<file path="config.mk">
export PLATFORM = sky130hd
export DESIGN_NAME = ddr3_bank_tracker
export DESIGN_NICKNAME = d
export VERILOG_FILES = /design/src/rtl/ddr3_chk_pkg.sv /design/src/rtl/ddr3_bank_tracker.sv
export SDC_FILE = /design/constraint.sdc
export NUM_CORES = 1
export LEC_CHECK = 0
export BUFFER_PORTS_ARGS = -buffer_cell sky130_fd_sc_hd__clkbuf_2
export CORE_MARGIN = 2
export CORE_UTILIZATION = 60
export CTS_CLUSTER_DIAMETER = 100
export DETAILED_ROUTE_END_ITERATION = 8
export HOLD_SLACK_MARGIN = 0.03
export PLACE_DENSITY_LB_ADDON = 0.12
export SLEW_MARGIN = 20
export SYNTH_ARGS = -nofsm -noshare
export SYNTH_HDL_FRONTEND = slang
export SYNTH_SLANG_ARGS = --single-unit
export TNS_END_PERCENT = 30
</file>
<file path="constraint.sdc">
create_clock -name clock -period 3.7 [get_ports clock]
set_clock_uncertainty 0.2 [all_clocks]
set_input_delay 0.74 -clock clock [delete_from_list [all_inputs] [get_ports clock]]
set_output_delay 0.74 -clock clock [all_outputs]
set_load 0.01 [all_outputs]
</file>
<file path="src/rtl/ddr3_chk_pkg.sv">
`default_nettype none
// ============================================================================
// Module   : ddr3_chk_pkg
// Purpose  : Command/violation encodings and default DDR3 timing values shared
//            by the timing checker and the controller.
// Revision : 1.0
// ============================================================================
package ddr3_chk_pkg;

    typedef enum logic [2:0] {
        CMD_NOP = 3'd0,
        CMD_ACT = 3'd1,
        CMD_RD  = 3'd2,
        CMD_WR  = 3'd3,
        CMD_PRE = 3'd4,
        CMD_REF = 3'd5
    } cmd_e;

    typedef enum logic [3:0] {
        VIOL_NONE  = 4'd0,
        VIOL_TRFC  = 4'd1,
        VIOL_STATE = 4'd2,
        VIOL_TRP   = 4'd3,
        VIOL_TRAS  = 4'd4,
        VIOL_TRCD  = 4'd5,
        VIOL_TRRD  = 4'd6,
        VIOL_TCCD  = 4'd7
    } viol_e;

    typedef enum logic {
        ST_IDLE   = 1'b0,
        ST_ACTIVE = 1'b1
    } bank_state_e;

    localparam int C_NUM_BANKS = 8;
    localparam int C_BANK_W    = 3;
    localparam int C_T_RCD     = 5;
    localparam int C_T_RP      = 5;
    localparam int C_T_RAS     = 15;
    localparam int C_T_RRD     = 4;
    localparam int C_T_CCD     = 4;
    localparam int C_T_RFC     = 44;
    localparam int C_CNT_W     = 8;

    function automatic logic is_rdwr(input logic [2:0] c);
        return (c == CMD_RD) || (c == CMD_WR);
    endfunction

endpackage : ddr3_chk_pkg
`default_nettype wire

</file>
<file path="src/rtl/ddr3_bank_tracker.sv">
`default_nettype none
// ============================================================================
// Module   : ddr3_bank_tracker
// Purpose  : One bank's IDLE/ACTIVE state plus its tRCD/tRP/tRAS timers.
// Revision : 1.0
// ============================================================================
module ddr3_bank_tracker
    import ddr3_chk_pkg::*;
#(
    parameter int T_RCD = C_T_RCD,
    parameter int T_RP  = C_T_RP,
    parameter int T_RAS = C_T_RAS,
    parameter int CNT_W = C_CNT_W
) (
    input  logic clock,
    input  logic reset_n,
    input  logic i_act,
    input  logic i_pre,
    output logic o_open,
    output logic o_rcd_zero,
    output logic o_rp_zero,
    output logic o_ras_zero
);

    localparam logic [CNT_W-1:0] c_RCD_LD = CNT_W'(T_RCD - 1);
    localparam logic [CNT_W-1:0] c_RP_LD  = CNT_W'(T_RP - 1);
    localparam logic [CNT_W-1:0] c_RAS_LD = CNT_W'(T_RAS - 1);

    bank_state_e      r_state;
    bank_state_e      w_state_nxt;
    logic             w_rp_load;
    logic [CNT_W-1:0] r_rcd;
    logic [CNT_W-1:0] r_rp;
    logic [CNT_W-1:0] r_ras;

    always_ff @(posedge clock or negedge reset_n) begin
        if (!reset_n) begin
            r_state <= ST_IDLE;
        end else begin
            r_state <= w_state_nxt;
        end
    end

    // PRE only arms tRP when it actually closes the row.
    always_comb begin
        w_state_nxt = r_state;
        w_rp_load   = 1'b0;
        case (r_state)
            ST_IDLE: begin
                if (i_act) begin
                    w_state_nxt = ST_ACTIVE;
                end
            end
            ST_ACTIVE: begin
                if (i_pre) begin
                    w_state_nxt = ST_IDLE;
                    w_rp_load   = 1'b1;
                end
            end
        endcase
    end

    always_ff @(posedge clock or negedge reset_n) begin
        if (!reset_n) begin
            r_rcd <= '0;
            r_rp  <= '0;
            r_ras <= '0;
        end else begin
            if (i_act) begin
                r_rcd <= c_RCD_LD;
                r_ras <= c_RAS_LD;
            end else begin
                if (r_rcd != '0) r_rcd <= r_rcd - CNT_W'(1);
                if (r_ras != '0) r_ras <= r_ras - CNT_W'(1);
            end
            if (w_rp_load) begin
                r_rp <= c_RP_LD;
            end else if (r_rp != '0) begin
                r_rp <= r_rp - CNT_W'(1);
            end
        end
    end

    assign o_open     = (r_state == ST_ACTIVE);
    assign o_rcd_zero = (r_rcd == '0);
    assign o_rp_zero  = (r_rp == '0);
    assign o_ras_zero = (r_ras == '0);

endmodule : ddr3_bank_tracker
`default_nettype wire

</file>
==> results by group <==
Run
  – Number of max-cap violations: 0

Clocking
  – Num Clock Sinks: 25
  – Post-CTS Hold Fix Bufs: 0
  – Resized Gates After CTS: 0
  – Clock buffer count from CTS: 3
  – H-tree depth: 1
  – TritonCTS clock tree: built
  – Root buf cell: clkbuf_4
  – Clock Latency Late Sink: 0.32 ns
  – Postcts setup bufs: 0
  – Clk buf depth: 2
  – Reg clk slew, reported paths: 0.13 ns

Outcome
  – Status: completed

Layout
  – Non-Filler Instances: 174
  – Area delta synth->final: 5.98%
  – Most frequent cells in the layout: dfrtp_1 (25), inv_1 (13), nor2_1 (9), o21ai_0 (9)
  – Most common cell after layout, fill and taps aside: dfrtp_1
  – Net count of the finished layout: 155
  – # diodes: 0
  – Layout cells sized above 1: 12.3%

Drt
  – Wire length per cell: 14.1 µm
  – Antenna-violating nets left: 0
  – Via count: 1090
  – Initial DRC Count: 18
  – Vias/cell: 6.26
  – Drt total wl: 2460 µm
  – Residual DRC count: 0
  – DR pass1 iterations: 4

Logic synthesis
  – Sequential-to-total area share from yosys stat: 46.0%
  – Number of synthesized flops with an enable pin: 0
  – Synth warn: 0
  – Asr flop ratio synth: 100%
  – Avg Cell Area, Syn: 9.78 µm²
  – Cells after Synth: 139
  – Mapped cell area: 0.00136 mm²
  – Mapped Nets: 147
  – Synth Register Bits: 25
  – Synth Flop Type: dfrtp_1
  – Count of cell types in the netlist: 35

GRT
  – Largest net degree at the start of global routing: 26
  – Number of global-route vias before repair: 986
  – First-pass GRT wire length: 4350 µm
  – GRT busiest layer: met2
  – Met1 GRT Util: 29.8%
  – GRT Total Usage: 22.0%
  – Initial antenna violation count: 0
  – Grt ovf: 0
  – Global routing usage on met3: 2.59%
  – Met2 Use GR: 36.5%

STA
  – RSZ-0062 raised after global routing: false
  – Pins Over Slew Limit: 0
  – Fin crit share: 82.2%
  – Setup TNS Final: 0 ns
  – Minimum clock period: 3.04 ns
  – Final setup violation count: 0
  – Max Clock Freq: 0.329 GHz
  – Slew Limit Headroom: 58.5%
  – Final hold violation count: 0
  – Worst-Margin Slew: 0.622 ns

Critical path
  – Startpoint types: register
  – Worst Path Arrival: 2.10 ns
  – WP data required: 2.76 ns
  – Critical path class: register to output port
  – Worst setup EP type: output port
  – CP Max Fanout: 6

Die
  – Die Width: 51.6 µm
  – Die Y: 51.6 µm
  – Initial Util: 62.7%
  – Core area: 0.00217 mm²
  – FP Rows: 17
  – IO Pins: 8
  – Overall die area: 0.00266 mm²

Placed design
  – # placed instances: 170
  – GP Congestion: 0.841
  – I/O Buffers: 7
  – Post-DP HPWL: 1820 µm

Pwr
  – Static leakage: 0.614 nW
  – Power per Cell Area: 613 mW/mm²
  – VDD IR max: 0.374 mV

Min path
  – Hold Crit Class: input port to asynchronous set/reset pin
-- through the flow --
stage	setup WS, ns	utilization [%]	total power [mW]	hold WS [ns]	instance area, µm²
2_1_floorplan	1.28	-	0.683	0.244	1360
3_3_place_gp	1.11	65.2	0.750	0.284	1410
3_5_place_dp	1.04	65.2	0.767	0.290	1410
4_1_cts	0.664	66.4	0.886	0.227	1440
5_1_grt	0.511	66.4	0.960	0.256	1440
6_report	0.660	66.4	0.884	0.207	1440
-- synth_stat cells (4+ instances only) --
cell type	count	area (µm²)
nand2b_1	4	25.0
nor2_1	9	33.8
o21ai_0	9	45.0
ha_1	4	50.1
or4_1	6	45.0
inv_1	13	48.8
mux2i_1	5	50.1
nand3_1	4	20.0
dfrtp_1	25	626
nand2_1	7	26.3
a21oi_1	7	35.0
o31ai_1	7	52.6
-- worst max-delay path: stages, from the launching register on --
cell	delay, ns
dfrtp_1	0.45
inv_1	0.07
ha_1	0.17
or4b_1	0.54
nor2_1	0.35
clkbuf_2	0.20
-- worst paths after layout --
check,start,to,slack [ns],cells after the start
setup / recovery,r_ras[0],o_ras_zero,0.66,5
hold / removal,reset_n,r_rp[7],0.21,1
setup reg to reg,r_rcd[0],r_rcd[0],1.47,5
hold reg to reg,o_open,o_open,0.31,1
max in group asynchronous,reset_n,r_ras[1],2.70,1
min in group clock,o_open,o_open,0.31,1
-- cell families (layout without fill, tap and decap cells) --
group                    after synthesis  after routing  share of synthesized area, %
flip-flops                            25             25                          46.0
buffers and inverters                 17             24                          4.78
adder cells (fa/ha/maj)                4              4                          3.68
multiplexers                           7              7                          5.34
AND/OR/NAND/NOR                       49             49                          21.7
AO/OA/AOI/OAI                         37             37                          18.5
-- power breakdown --
| part | internal (mW) | switching [mW] | leakage [nW] | total [mW] |
|---|---|---|---|---|
| Clock | 0.0405 | 0.0812 | 0.0177 | 0.122 |
| Sequential | 0.342 | 0.0843 | 0.316 | 0.426 |
| Combinational | 0.153 | 0.183 | 0.280 | 0.336 |
-- registers in the layout, indices dropped and copies added (netlist names) --
| signal | cells |
|---|---|
| r_rcd | 8 |
| o_open | 1 |
| r_ras | 8 |
| r_rp | 8 |
-- layer usage --
layer  vias to the layer above  part of all wire [%]
met3                         4                   2.7
met2                        20                    51
li1                        534                     -
met5                         -                     0
met1                       532                    45
met4                         0                   1.3
-- layout make-up --
class | count | area (µm²)
clock buffers | 3 | 22.5
multi-input cells | 97 | 669
clock inverters | 1 | 5.00
inverters | 13 | 48.8
well taps | 28 | 35.0
flip-flops and latches | 25 | 626
repair buffers | 7 | 35.0
fillers | 179 | 728
No activity file was read; power rests on OpenSTA's default activity.
